### src/rtl/kbd_pkg.sv
// Shared scan-code constants, digit decode helper and receiver state type
// for the PS/2 keyboard front end.
package kbd_pkg;

  localparam logic [7:0] NO_KEY    = 8'hFF;
  localparam logic [7:0] BREAK     = 8'hF0;
  localparam logic [7:0] EXT       = 8'hE0;
  localparam logic [7:0] KEY_A     = 8'h1C;
  localparam logic [7:0] KEY_T     = 8'h2C;
  localparam logic [7:0] KEY_ENTER = 8'h5A;
  localparam logic [7:0] KEY_ESC   = 8'h76;

  localparam logic [7:0] MAKE_0 = 8'h45;
  localparam logic [7:0] MAKE_1 = 8'h16;
  localparam logic [7:0] MAKE_2 = 8'h1E;
  localparam logic [7:0] MAKE_3 = 8'h26;
  localparam logic [7:0] MAKE_4 = 8'h25;
  localparam logic [7:0] MAKE_5 = 8'h2E;
  localparam logic [7:0] MAKE_6 = 8'h36;
  localparam logic [7:0] MAKE_7 = 8'h3D;
  localparam logic [7:0] MAKE_8 = 8'h3E;
  localparam logic [7:0] MAKE_9 = 8'h46;

  typedef enum logic [1:0] {
    RX_IDLE,
    RX_DATA,
    RX_STOP,
    RX_DONE
  } rx_state_e;

  // Maps a make code to its digit value, NO_KEY for anything else.
  function automatic logic [7:0] digit_of(input logic [7:0] code);
    case (code)
      MAKE_0:  digit_of = 8'h00;
      MAKE_1:  digit_of = 8'h01;
      MAKE_2:  digit_of = 8'h02;
      MAKE_3:  digit_of = 8'h03;
      MAKE_4:  digit_of = 8'h04;
      MAKE_5:  digit_of = 8'h05;
      MAKE_6:  digit_of = 8'h06;
      MAKE_7:  digit_of = 8'h07;
      MAKE_8:  digit_of = 8'h08;
      MAKE_9:  digit_of = 8'h09;
      default: digit_of = NO_KEY;
    endcase
  endfunction

endpackage

### src/rtl/kbd_if_ps2_rx.sv
// PS/2 frame receiver: input synchronizers, PS2C glitch filter, 11-bit frame
// FSM with mid-frame timeout. Odd-parity rejection when KBD_PARITY_CHECK_EN.
module ps2_rx
  import kbd_pkg::*;
#(
  parameter int FILTER_LEN = 8,
  parameter int TIMEOUT    = 50000
) (
  input  logic       clk,
  input  logic       reset,
  input  logic       ps2c_i,
  input  logic       ps2d_i,
  output logic [7:0] byte_o,
  output logic       byte_valid_o
);

  localparam int TW = $clog2(TIMEOUT + 1);

  logic [1:0]            c_sync_q, d_sync_q;
  logic [FILTER_LEN-1:0] filt_sh_q;
  logic                  filt_q;
  logic                  fall;
  logic                  d_bit;

  rx_state_e   state_q, state_d;
  logic [7:0]  data_q, data_d;
  logic [3:0]  cnt_q, cnt_d;
  logic        start_q, start_d;
  logic [TW-1:0] tmo_q, tmo_d;
  logic        parity_ok;

  // NOTE: sequential state uses non-blocking assignments only; reset is synchronous.
  always_ff @(posedge clk) begin
    if (reset) begin
      c_sync_q  <= 2'b11;
      d_sync_q  <= 2'b11;
      filt_sh_q <= '1;
      filt_q    <= 1'b1;
    end else begin
      c_sync_q  <= {c_sync_q[0], ps2c_i};
      d_sync_q  <= {d_sync_q[0], ps2d_i};
      filt_sh_q <= {filt_sh_q[FILTER_LEN-2:0], c_sync_q[1]};
      if (&filt_sh_q)       filt_q <= 1'b1;
      else if (~|filt_sh_q) filt_q <= 1'b0;
    end
  end

  assign fall  = filt_q && (filt_sh_q == '0);
  assign d_bit = d_sync_q[1];

`ifdef KBD_PARITY_CHECK_EN
  logic par_q;
  always_ff @(posedge clk) begin
    if (reset)                                  par_q <= 1'b0;
    else if (state_q == RX_DATA && fall && cnt_q == 4'd8) par_q <= d_bit;
  end
  assign parity_ok = ^{data_q, par_q};
`else
  assign parity_ok = 1'b1;
`endif

  always_ff @(posedge clk) begin
    if (reset) begin
      state_q <= RX_IDLE;
      data_q  <= '0;
      cnt_q   <= '0;
      start_q <= 1'b1;
      tmo_q   <= '0;
    end else begin
      state_q <= state_d;
      data_q  <= data_d;
      cnt_q   <= cnt_d;
      start_q <= start_d;
      tmo_q   <= tmo_d;
    end
  end

  // NOTE: every output of this block gets a default first, so no latches are inferred.
  always_comb begin
    state_d = state_q;
    data_d  = data_q;
    cnt_d   = cnt_q;
    start_d = start_q;
    tmo_d   = '0;
    case (state_q)
      RX_IDLE: begin
        cnt_d = '0;
        if (fall) begin
          start_d = d_bit;
          state_d = RX_DATA;
        end
      end
      RX_DATA: begin
        if (fall) begin
          if (cnt_q < 4'd8) data_d = {d_bit, data_q[7:1]};
          cnt_d = cnt_q + 4'd1;
          if (cnt_q == 4'd8) state_d = RX_STOP;
        end else begin
          tmo_d = tmo_q + 1'b1;
          if (tmo_q == TW'(TIMEOUT - 1)) state_d = RX_IDLE;
        end
      end
      RX_STOP: begin
        if (fall) begin
          state_d = (!start_q && d_bit && parity_ok) ? RX_DONE : RX_IDLE;
        end else begin
          tmo_d = tmo_q + 1'b1;
          if (tmo_q == TW'(TIMEOUT - 1)) state_d = RX_IDLE;
        end
      end
      RX_DONE: state_d = RX_IDLE;
      default: state_d = RX_IDLE;
    endcase
  end

  assign byte_o       = data_q;
  assign byte_valid_o = (state_q == RX_DONE);

endmodule

### src/rtl/kbd_if.sv
// PS/2 keyboard front end: decodes digits into a pending key, shifts them into
// a 4-digit buffer on request, and tracks alarm/time set modes.
module kbd_if
  import kbd_pkg::*;
#(
  parameter int FILTER_LEN = 8,
  parameter int TIMEOUT    = 50000
) (
  input  logic        clk,
  input  logic        reset,
  input  logic        shift,
  input  logic        PS2C,
  input  logic        PS2D,
  output logic [31:0] key_buffer,
  output logic [7:0]  key,
  output logic        set_alarm,
  output logic        set_time
);

  logic [7:0]  rx_byte;
  logic        rx_valid;
  logic [7:0]  digit;

  logic [7:0]  key_q, key_d;
  logic [31:0] buf_q, buf_d;
  logic        alarm_q, alarm_d;
  logic        time_q, time_d;
  logic        brk_q, brk_d;
  logic        ext_q, ext_d;

  ps2_rx #(
    .FILTER_LEN(FILTER_LEN),
    .TIMEOUT   (TIMEOUT)
  ) u_rx (
    .clk         (clk),
    .reset       (reset),
    .ps2c_i      (PS2C),
    .ps2d_i      (PS2D),
    .byte_o      (rx_byte),
    .byte_valid_o(rx_valid)
  );

  always_ff @(posedge clk) begin
    if (reset) begin
      key_q   <= NO_KEY;
      buf_q   <= '0;
      alarm_q <= 1'b0;
      time_q  <= 1'b0;
      brk_q   <= 1'b0;
      ext_q   <= 1'b0;
    end else begin
      key_q   <= key_d;
      buf_q   <= buf_d;
      alarm_q <= alarm_d;
      time_q  <= time_d;
      brk_q   <= brk_d;
      ext_q   <= ext_d;
    end
  end

  always_comb begin
    key_d   = key_q;
    buf_d   = buf_q;
    alarm_d = alarm_q;
    time_d  = time_q;
    brk_d   = brk_q;
    ext_d   = ext_q;
    digit   = digit_of(rx_byte);

    if (shift && key_q != NO_KEY) begin
      buf_d = {buf_q[23:0], key_q};
      key_d = NO_KEY;
    end

    // A digit decoded on the same edge as a shift overrides the clear above.
    if (rx_valid) begin
      if (brk_q || ext_q) begin
        brk_d = 1'b0;
        ext_d = 1'b0;
      end else if (rx_byte == BREAK) begin
        brk_d = 1'b1;
      end else if (rx_byte == EXT) begin
        ext_d = 1'b1;
      end else if (digit != NO_KEY) begin
        key_d = digit;
      end else begin
        case (rx_byte)
          KEY_A: begin
            alarm_d = 1'b1;
            time_d  = 1'b0;
          end
          KEY_T: begin
            alarm_d = 1'b0;
            time_d  = 1'b1;
          end
          KEY_ENTER, KEY_ESC: begin
            alarm_d = 1'b0;
            time_d  = 1'b0;
          end
          default: ;
        endcase
      end
    end
  end

  assign key        = key_q;
  assign key_buffer = buf_q;
  assign set_alarm  = alarm_q;
  assign set_time   = time_q;

endmodule

### config.mk
export PLATFORM = sky130hd
export DESIGN_NAME = kbd_if
export DESIGN_NICKNAME = d
export VERILOG_FILES = /design/src/rtl/kbd_pkg.sv /design/src/rtl/kbd_if_ps2_rx.sv /design/src/rtl/kbd_if.sv
export SDC_FILE = /design/constraint.sdc
export NUM_CORES = 1
export LEC_CHECK = 0
export ABC_AREA = 1
export BUFFER_PORTS_ARGS = -buffer_cell sky130_fd_sc_hd__buf_2
export CAP_MARGIN = 20
export CORE_MARGIN = 2
export CORE_UTILIZATION = 40
export CTS_CLUSTER_SIZE = 24
export DETAILED_ROUTE_END_ITERATION = 8
export GPL_ROUTABILITY_DRIVEN = 0
export GPL_TIMING_DRIVEN = 1
export PLACE_DENSITY_LB_ADDON = 0.12
export SLEW_MARGIN = 15
export SYNTH_ARGS = -nofsm -noshare
export SYNTH_HDL_FRONTEND = slang
export SYNTH_SLANG_ARGS = --single-unit
### constraint.sdc
create_clock -name clk -period 2.3 [get_ports clk]
set_clock_uncertainty 0.15 [all_clocks]
set_input_delay 0.46 -clock clk [delete_from_list [all_inputs] [get_ports clk]]
set_output_delay 0.46 -clock clk [all_outputs]
set_load 0.005 [all_outputs]
# ---- Word level (Yosys, flattened, before mapping)
# Index checks and enable logic that the tools add are counted.
dict set report totals {
  ff_bits 88
  latchBits 0
  ram_bits 0
  romBits 0
  elab_cells 100
  mem_count 0
}
dict set report op_classes {
  add_sub_neg 2
  multipliers 0
  div_mod_pow 0
  n_lt_le_gt_ge 1
  eq_ne 27
  shift 0
  n_mux 23
  n_bitwise 5
  reduce_logical 27
}
# cell count
set op_table {}
lappend op_table {{8-bit case mux with 10 select lines} 1}
lappend op_table {{8-bit by 6-bit == test with 1-bit output, second input constant} 7}
lappend op_table {{8-bit two-way mux} 6}
lappend op_table {{8-bit by 7-bit == test with 1-bit output, second input constant} 4}
lappend op_table {{8-bit by 5-bit == test with 1-bit output, second input constant} 3}
lappend op_table {{16-bit by 1-bit adder with 16-bit output, second input constant} 1}
lappend op_table {{16-bit == test, second input constant} 1}
lappend op_table {{8-bit == test, second input constant} 2}
lappend op_table {{8-bit inequality test, second input constant} 2}
lappend op_table {{2-bit two-way mux} 6}
lappend op_table {{6-bit AND reduction} 2}
lappend op_table {{2-bit nonzero test} 5}
lappend op_table {{3-bit OR reduction} 3}
lappend op_table {{8-bit logical NOT} 1}
lappend op_table {{2-bit case mux with 4 select lines} 1}
lappend op_table {{4-bit case mux with 2 select lines} 1}
lappend op_table {{2-bit AND reduction} 4}
lappend op_table {{8-bit AND reduction} 1}
lappend op_table {{8-bit OR reduction} 1}
lappend op_table {{3-bit AND reduction} 2}
lappend op_table {{1-bit two-way mux} 5}
lappend op_table {{1-bit inverter} 5}
lappend op_table {{4-bit by 1-bit adder with 4-bit output, second input constant} 1}
lappend op_table {{2-bit == test, second input constant} 2}
lappend op_table {{13 further kinds} 18}

# ---- Longest topological paths before layout
# Gate-level depths: netlist of the first run.
dict set report depth {
  depth_word 8
  ltp_mapped 11
  depth_no_buf 11
}

# ---- Cells and area by module
# From an unflattened synthesis of the first run, not the netlist that was laid out.
dict set report hier_totals {
  cells_unflattened 512
  area_unflattened_um2 3950.0
}
# module n_inst cells_each area_per_inst_um2
set by_module_without_submodules {}
lappend by_module_without_submodules {kbd_if 1 271 2016.9}
lappend by_module_without_submodules {ps2_rx 1 241 1933.1}

# ---- Worst setup path before layout of the first run
# No wires, ideal clock.
dict set report synth_timing {
  path_type {flip-flop to flip-flop}
  start {register u_rx.filt_sh_q[7]}
  end {register u_rx.data_q[6] (netlist: u_rx.byte_o[6])}
  arrival_time_ps 1229
  required_ps 2034
  path_slack_ps 804
  stages_incl_launch_ff 10
  path_cell_list {dfxtp_1 nor2_1 nand3_1 nor2_2 nand2_4 nor2_8 nand2_4 buf_6 o21ai_1 a21oi_1}
}
dict set report synth_between {
  elab_chain_cells 3
}
# item line
set synth_lines {}
lappend synth_lines {{from (decl)} kbd_if_ps2_rx.sv:20} ;# logic [FILTER_LEN-1:0] filt_sh_q;
lappend synth_lines {{from (signal assigned)} kbd_if_ps2_rx.sv:42} ;# filt_sh_q <= {filt_sh_q[FILTER_LEN-2:0], c_sync_q[1]};
lappend synth_lines {{8-bit logical NOT} kbd_if_ps2_rx.sv:48} ;# assign fall = filt_q && (filt_sh_q == '0);
lappend synth_lines {{1-bit logical AND} kbd_if_ps2_rx.sv:48}
lappend synth_lines {{3-bit AND reduction (no line)} n/a}
lappend synth_lines {{to (signal assigned)} kbd_if_ps2_rx.sv:71} ;# data_q <= data_d;
lappend synth_lines {{to (decl)} kbd_if_ps2_rx.sv:26} ;# logic [7:0] data_q, data_d;
# No other way between the ends.
# A chain may end at the register's enable or synchronous reset.

# ---- Worst setup path in the final report of the first run
dict set report layout_timing {
  start {register key_q[2] (netlist: key[2])}
  end {register buf_q[14] (netlist: key_buffer[14])}
}
dict set report layout_between {
  elab_chain_cells 2
}
# item line
set layout_lines {}
lappend layout_lines {{from (decl)} kbd_if.sv:24} ;# logic [7:0] key_q, key_d;
lappend layout_lines {{from (signal assigned)} kbd_if.sv:52} ;# key_q <= key_d;
lappend layout_lines {{8-bit inequality test} kbd_if.sv:70} ;# if (shift && key_q != NO_KEY) begin
lappend layout_lines {{1-bit logical AND} kbd_if.sv:70}
lappend layout_lines {{to (signal assigned)} kbd_if.sv:53} ;# buf_q <= buf_d;
lappend layout_lines {{to (decl)} kbd_if.sv:25} ;# logic [31:0] buf_q, buf_d;
# No other way between the ends.

==> results.cfg, run 1 <==
[run_status]
status = finished clean

[synth]
muxShareOfSynthArea_pct = 0
syn_inst = 499
ys_types = 33
ys_top_cells_by_area = dfxtp_1 47%, nor2_1 10%, nand2_1 9.0%
async_reset_ff_share_pct = 0
synthSimpleGateAreaFrac_pct = 30.9
synth_largest_area_cell = dfxtp_1
synth.most_common_cell = nor2_1
synth_common_cells = 100 x nor2_1, 89 x nand2_1, 88 x dfxtp_1
ys_warn_count = 0
synthXorXnorAreaFrac_pct = 1.88
synth_top_family_by_area = simple AND/OR/NAND/NOR gates
synth-compound-area-share_pct = 11.4
synth_adder_area_share_pct = 2.36
netlist.area_leader.share_pct = 47.4
yosys_register_bits = 88
syn-num-nets = 511
yosysSeqAreaShare_pct = 47.4
synth-edff-count = 0
synthFlopType = dfxtp_1
synth.avg_cell_area_um2 = 7.45
syn_area_um2 = 3720

[setup_path]
crit_top_cell = nand2_1
critical_path.max_fanout = 25
critical_path_class = reg2reg
crit_family = buffers and inverters
startpoint_type = flip-flop
slowest_stage = dfxtp_1
crit_path_cell_trace = nand2_1 > nor3_1 > nand2_1 > nand2_1 > inv_1 > buf_4 > nor2_1 > nor2_1
slowest_delay_ns = 0.40
cp.arrival_ns = 1.93
required_ns = 2.41
cp_num_buf_inv = 2
cp-end-kind = flip-flop

[cells_and_area]
diodes = 0
drive_gt1_share_pct = 16.9
syn2layout_area_growth_pct = 14.4
fillCellCount = 924
final_nets = 557

[floorplan]
initial_utilization_pct = 40.8
fp.dieW_um = 100
std_cell_rows = 35
chipHeight_um = 100
core_um2 = 9110
dieArea_um2 = 10100
io-pin-count = 47

[clock_network]
cts_buffer_depth = 2
cts_tree = yes
cts_setup_buffers = 0
clock_latency_ns = 0.35
clk_pin_slew_ns = 0.09
cts_hold_buffers = 0
cts_sinks = 88
numCtsBuffers = 9
cts_resized = 0
cts_root_buffer = clkbuf_8
htree_num_levels = 3

[job]
maxCapViolCount = 0

[placement]
io_buffers = 46
dp_hpwl_um = 5040

[sta]
hold_violations = 0
worst_pin_slew_ns = 0.691
timing.setup.tns_ns = 0
max_slew_margin_pct = 53.9
period_minus_slack_ns = 1.82
whs_ns = 0.138
fmaxAchievable_ghz = 0.549
drv_slew = 0
rsz0062_at_grt = no
fin_crit_sh_pct = 79.2
setup_violations = 0

[route]
vias_per_cell = 4.75
vias = 3140
first_pass_iters = 4
drt-total-wl_um = 7280
wl_per_cell_um = 11.0
dr.max_layer_used = met4
met1_length_um = 3700
drtIter0Drc = 115
dr_wl_met3_um = 256
drc = 0
antenna_left = 0
wl_met2_um = 3230

[power_and_ir_drop]
swShare_pct = 23.3
finalPower_w = 0.00270
leakage_nw = 1.88
p_clk_share_pct = 40.1
peakVddDrop_v = 0.000239
seqPwrFrac_pct = 56.9
power_density_nw_per_um2 = 634
p_sw_w = 0.000627
p_int_w = 0.00207
p_comb_share_pct = 3.0

[global_route]
grt_pass1_wl_um = 12600
grt_use_total_pct = 15.2
overflow = 0
grt_pass1_vias = 2904
antenna_found_initial = 0
grt_max_degree = 57

[min_path]
min_path_type = in2reg
-- sequential cells by signal (all words and copies together) (netlist names) --
signal          count
brk_q               1
ext_q               1
key                 8
key_buffer         32
set_alarm           1
set_time            1
u_rx.byte_o         8
u_rx.c_sync_q       2
u_rx.cnt_q          4
u_rx.d_sync_q       2
u_rx.filt_q         1
u_rx.filt_sh_q      8
u_rx.start_q        1
u_rx.state_q        2
u_rx.tmo_q         16
-- cells in the final DEF (no fill, tap or decap), drive strengths merged, types with 2 or more instances in the layout --
master	netlist	layout
inv	41	43
o211ai	2	2
and3	2	2
clkbuf	12	9
a21oi	25	25
ha	7	7
o21ai	52	52
nor3	11	11
nor2	107	107
xor2	6	6
buf	4	51
dfxtp	88	88
nand4	7	7
nand2	93	93
clkinv	0	3
or2	8	8
nand3	27	27
a31oi	2	2
xnor2	2	2
-- power groups by stage --
stage	Combinational (W)	Sequential [W]	Clock, W
floorplan	0.0000615	0.00157	0
global placement	0.0000809	0.00157	0
detailed placement	0.0000815	0.00157	0
CTS	0.0000816	0.00153	0.00113
global route	0.0000924	0.00154	0.00118
finish	0.0000807	0.00153	0.00108
-- final cells by class --
cell class,instances,area [um2],share of cell area (%)
Sequential cell,88,1760,41.4
Multi-Input combinational cell,354,1730,40.7
Timing Repair Buffer,51,268,6.29
Inverter,41,154,3.62
Tap cell,111,139,3.26
Clock buffer,9,124,2.91
Clock inverter,7,77.6,1.82
-- per-stage QoR --
| step | setup slack, ns | util (%) | instance area, um2 | instances |
|---|---|---|---|---|
| 6_report | 0.478 | 46.7 | 4250 | 661 |
| 3_5_place_dp | 0.462 | 44.5 | 4050 | 645 |
| 4_1_cts | 0.456 | 46.7 | 4250 | 661 |
| 2_1_floorplan | 0.804 | - | 3720 | 499 |
| 5_1_grt | 0.248 | 46.7 | 4250 | 661 |
| 3_3_place_gp | 0.478 | 44.5 | 4050 | 645 |
-- cells by family after synthesis --
family | Yosys count
AO/OA/AOI/OAI | 82
XOR/XNOR | 8
adder cells (fa/ha/maj) | 7
buffers and inverters | 57
flip-flops | 88
AND/OR/NAND/NOR | 257
-- layer usage --
layer	track usage (%)	vias to the layer above
met1	19.8	1389
met2	25.1	49
met5	0	-
met3	2.79	9
met4	6.01	0
li1	-	1693
-- path summary, 6_finish.rpt --
| check | from | end | slack [ns] | cells after the start |
|---|---|---|---|---|
| worst min-delay path | PS2D | u_rx.d_sync_q[0]$_SDFF_PP1_ | 0.14 | 2 |
| worst max register to register | key[2]$_SDFF_PP1_ | key_buffer[14]$_SDFFE_PP0P_ | 0.48 | 8 |
| worst max-delay path | key[2]$_SDFF_PP1_ | key_buffer[14]$_SDFFE_PP0P_ | 0.48 | 8 |
| worst min register to register | u_rx.c_sync_q[1]$_SDFF_PP1_ | u_rx.filt_sh_q[0]$_SDFF_PP1_ | 0.26 | 1 |
-- worst reg2reg max path: cells and delay by family (launching register included) --
| family | cells | cell delay [ns] |
|---|---|---|
| buf+inv | 2 | 0.62 |
| simple gates | 6 | 0.54 |
| flops | 1 | 0.40 |
(Power assumes the default switching activity.)
==> run 2, diff against run 1 <==
Clock period 2.3 ns to 1.6 ns, I/O delays scaled along.
==> results.cfg, run 2 (synthesis results as in run 1) <==
[cells_and_area]
layout_common_cells = 90 x nor2_1, 80 x nand2_1, 75 x dfxtp_1
final_nets = 593
final_cell_area_um2 = 4690
final_common_cell = nor2_1
multi_input_area_um2 = 1880
seq_area_um2 = 1780
syn2layout_area_growth_pct = 26.2
stdcell_count = 697
fillCellCount = 875
largest_reg_flops = 32
drive_gt1_share_pct = 29.4
diodes = 0

[sta]
drv_slew = 0
worst_slack_ns = 0.0177
worst_pin_slew_ns = 0.368
fin_crit_sh_pct = 98.9
setup_violations = 0
whs_ns = 0.207
timing.setup.tns_ns = 0
fmaxAchievable_ghz = 0.632
period_minus_slack_ns = 1.58
hold_violations = 0
max_slew_margin_pct = 75.4
rsz0062_at_grt = yes

[floorplan]
core_um2 = 9110
dieArea_um2 = 10100
io-pin-count = 47
std_cell_rows = 35
chipHeight_um = 100
initial_utilization_pct = 40.8
fp.dieW_um = 100

[power_and_ir_drop]
p_clk_share_pct = 37.7
leakage_nw = 2.12
peakVddDrop_v = 0.000346
power_density_nw_per_um2 = 804
swShare_pct = 23.8
p_sw_w = 0.000898
p_int_w = 0.00287
p_comb_share_pct = 3.8
seqPwrFrac_pct = 58.5

[route]
vias_per_cell = 4.77
drc = 0
wl_per_cell_um = 11.1
antenna_left = 0
vias = 3323
drtIter0Drc = 127
first_pass_iters = 4
drt-total-wl_um = 7720

[clock_network]
htree_num_levels = 3
cts_tree = yes
clock_latency_ns = 0.35
cts_root_buffer = clkbuf_8
cts_sinks = 88
clk_pin_slew_ns = 0.09
numCtsBuffers = 9
cts_buffer_depth = 2

[setup_path]
worstSetupStartpoint = u_rx.filt_sh_q[1]$_SDFF_PP1_
r2r-start = u_rx.filt_sh_q[1]$_SDFF_PP1_
critical_path.max_fanout = 8
critical_path_class = reg2reg
startpoint_type = flip-flop
cp.arrival_ns = 1.67
cp-end-kind = flip-flop
required_ns = 1.69

[min_path]
hold_start = reset
min_path_type = in2reg

[run_status]
status = finished clean

[placement]
io_buffers = 46
place_ws_ns = -0.0110
dpl-instance-area_um2 = 4300
dp_hpwl_um = 5410
dp.cells = 674

[global_route]
grt_max_degree = 49
grt_pass1_wl_um = 13100
grt_use_total_pct = 15.8
overflow = 0
grt_pass1_vias = 3014
antenna_found_initial = 0

[job]
maxCapViolCount = 0
## run 2: area by class of cell
class	count	area share, %
repair buffers	86	11.9
inverters	41	3.28
clock buffers	10	2.93
multi-input cells	355	40.1
clock inverters	6	0.880
well taps	111	2.96
flip-flops and latches	88	37.9
## run 2: power groups by stage
stage | registers [W] | logic [W] | clock network [W]
final | 0.00221 | 0.000144 | 0.00142
after floorplan | 0.00226 | 0.0000884 | 0
after global routing | 0.00221 | 0.000166 | 0.00154
after global placement | 0.00226 | 0.000132 | 0
after CTS | 0.00221 | 0.000138 | 0.00148
after detailed placement | 0.00226 | 0.000131 | 0
## run 2: what timing repair did
| item | in CTS | in global routing |
|---|---|---|
| buffers inserted | 0 | 4 |
| pin swaps | 0 | 13 |
| gates cloned | 0 | 1 |
| hold buffers | 2 | 0 |
| gates resized for setup | 2 | 64 |
| endpoints found under the setup margin | 5 | 65 |
| hold endpoints to repair | 2 | 0 |
## run 2: metrics by stage
stage	power, W	util, %
final	0.00377	51.5
after global routing	0.00392	51.5
after CTS	0.00382	49.4
after detailed placement	0.00239	47.2
after global placement	0.00239	47.2
after floorplan	0.00234	-
## run 2: worst max-delay path: stages (launching register included)
cell     delay (ns)
dfxtp_2        0.33
nor2_1         0.09
nand3_1        0.11
nor2_2         0.18
nand2_4        0.10
nor2_8         0.22
nand2_8        0.10
o21ai_2        0.15
a21oi_2        0.05
## run 2: worst paths after layout
check                                     end  slack (ns)  cells after the start
hold reg to reg   u_rx.d_sync_q[1]$_SDFF_PP1_        0.27                      1
setup / recovery  u_rx.byte_o[6]$_SDFFE_PP0P_        0.02                      8
setup reg to reg  u_rx.byte_o[6]$_SDFFE_PP0P_        0.02                      8
hold / removal     u_rx.cnt_q[2]$_SDFFE_PP0P_        0.21                      3
## run 2: metal layers
layer / GRT usage, % / vias to the layer above / routed length (um) / part of all wire [%]
met1: 20.6 / 1497 / 3920 / 51
met2: 26.0 / 42 / 3470 / 45
li1: - / 1774 / - / -
met3: 2.65 / 10 / 202 / 2.6
met4: 6.74 / 0 / 124 / 1.6
met5: 0 / - / 0 / 0
==> run 3, diff against run 2 <==
Settings changed: SYNTH_HIERARCHICAL set to 1.
==> results.cfg, run 3 <==
[min_path]
whs_path_depth = 2
min_path_type = in2reg

[setup_path]
startpoint_type = flip-flop
cp.arrival_ns = 1.72
critical_path_class = reg2reg
cp-end-kind = flip-flop
critical_path.max_fanout = 4
r2r.worst_path.cells = 8
required_ns = 1.74

[synth]
ys_types = 34
ys_warn_count = 6
synth.avg_cell_area_um2 = 7.71
yosysSeqAreaShare_pct = 44.6
netlist.area_leader.share_pct = 44.6
synthFlopType = dfxtp_1
syn_inst = 512
synth-edff-count = 0
syn_area_um2 = 3950
synth_common_cells = 94 x nor2_1, 88 x dfxtp_1, 77 x nand2_1
synth.most_common_cell = nor2_1
ys_top_cells_by_area = dfxtp_1 45%, nor2_1 8.9%, nand2_1 7.3%
yosys_register_bits = 88
synth_largest_area_cell = dfxtp_1
async_reset_ff_share_pct = 0
syn-num-nets = 524

[clock_network]
numCtsBuffers = 9
clock_latency_ns = 0.35
cts_tree = yes
cts_sinks = 88
htree_num_levels = 3
clk_pin_slew_ns = 0.10
cts_buffer_depth = 2
cts_root_buffer = clkbuf_8

[cells_and_area]
final_common_cell = nor2_1
fillCellCount = 978
largest_reg_flops = 32
layout_common_cells = 87 x nor2_1, 73 x dfxtp_1, 68 x nand2_1
final_nets = 603
drive_gt1_share_pct = 36.2
syn2layout_area_growth_pct = 26.6
diodes = 0

[floorplan]
core_um2 = 9680
io-pin-count = 47
std_cell_rows = 36
fp.dieW_um = 103
chipHeight_um = 103
initial_utilization_pct = 40.8
dieArea_um2 = 10700

[sta]
fmaxAchievable_ghz = 0.637
drv_slew = 0
max_slew_margin_pct = 76.5
setup_violations = 0
worst_pin_slew_ns = 0.351
fin_crit_sh_pct = 98.2
period_minus_slack_ns = 1.57
timing.setup.tns_ns = 0
rsz0062_at_grt = yes
hold_violations = 0

[route]
drc = 0
drt-total-wl_um = 8170
vias = 3375
first_pass_iters = 4
vias_per_cell = 4.63
wl_per_cell_um = 11.2
antenna_left = 0
drtIter0Drc = 97

[global_route]
overflow = 0
grt_pass1_wl_um = 13100
grt_pass1_vias = 2908
grt_use_total_pct = 15.3
grt_max_degree = 41
antenna_found_initial = 0

[placement]
dp_hpwl_um = 5750
io_buffers = 46

[run_status]
status = finished clean

[power_and_ir_drop]
finalPower_w = 0.00384
power_density_nw_per_um2 = 767
peakVddDrop_v = 0.000422
leakage_nw = 2.05

[job]
maxCapViolCount = 0
## run 3: final cells by class
cell class,instances,area (um2),share of cell area [%]
clock inverters,7,72.6,1.45
repair buffers,82,537,10.7
clock buffers,9,124,2.48
flip-flops and latches,88,1790,35.8
inverters,46,180,3.60
well taps,133,166,3.33
multi-input cells,364,2130,42.6
## run 3: report_power, final
part,switching (W),internal [W]
logic,0.0000875,0.0000598
registers,0.00000925,0.00219
clock network,0.000878,0.000610
total,0.000974,0.00286
## run 3: what timing repair did
item                                   CTS  global route
hold buffers                             2             0
setup buffers                            5             6
gates cloned                             0             1
pin swaps                                7            25
endpoints found under the hold margin    2             0
setup endpoints to repair                5            49
resized for setup                       10            74
## run 3: worst paths after layout
kind,to,slack [ns],start
max,u_rx/tmo_q[11]$_SDFF_PP0_,0.03,u_rx/tmo_q[1]$_SDFF_PP0_
min,set_time$_SDFFE_PP0P_,0.03,reset
max reg2reg,u_rx/tmo_q[11]$_SDFF_PP0_,0.03,u_rx/tmo_q[1]$_SDFF_PP0_
min reg2reg,u_rx/d_sync_q[1]$_SDFF_PP1_,0.27,u_rx/d_sync_q[0]$_SDFF_PP1_
## run 3: cells by family (layout without fill, tap and decap cells)
family,after synthesis,count (layout),synth area share (%)
adders and majority gates,7,7,2.22
buffers and inverters,61,144,6.71
and+or+nand+nor,262,263,33.0
DFF,88,88,44.6
AOI/OAI and AO/OA,91,91,12.8
xor gates and xnor gates,3,3,0.665
## run 3: metal layers
layer	GRT usage [%]	share of wire (%)	wire length [um]
met5	0	0	0
met4	4.55	0.93	76
met1	20.4	48	3930
met3	3.43	2.4	198
met2	24.7	49	3960
## run 3: through the flow
step / worst slack [ns] / hold WS (ns) / area [um2] / utilization, % / instances
global route: -0.0456 / 0.0277 / 5000 / 51.7 / 729
floorplan: 0.0542 / 0.239 / 3950 / - / 512
CTS: -0.00891 / 0.0152 / 4720 / 48.8 / 722
finish: 0.0294 / 0.0300 / 5000 / 51.7 / 729
global placement: 0.0249 / 0.246 / 4440 / 45.8 / 699
detailed placement: -0.00269 / 0.244 / 4440 / 45.8 / 699
## run 3: worst max-delay path, stage by stage (launching register included)
cell     delay [ns]
dfxtp_2        0.37
buf_6          0.10
nand3_4        0.08
nor2_4         0.13
nand2_2        0.08
nor2_4         0.14
nand3_4        0.12
or2_0          0.22
a21oi_1        0.11
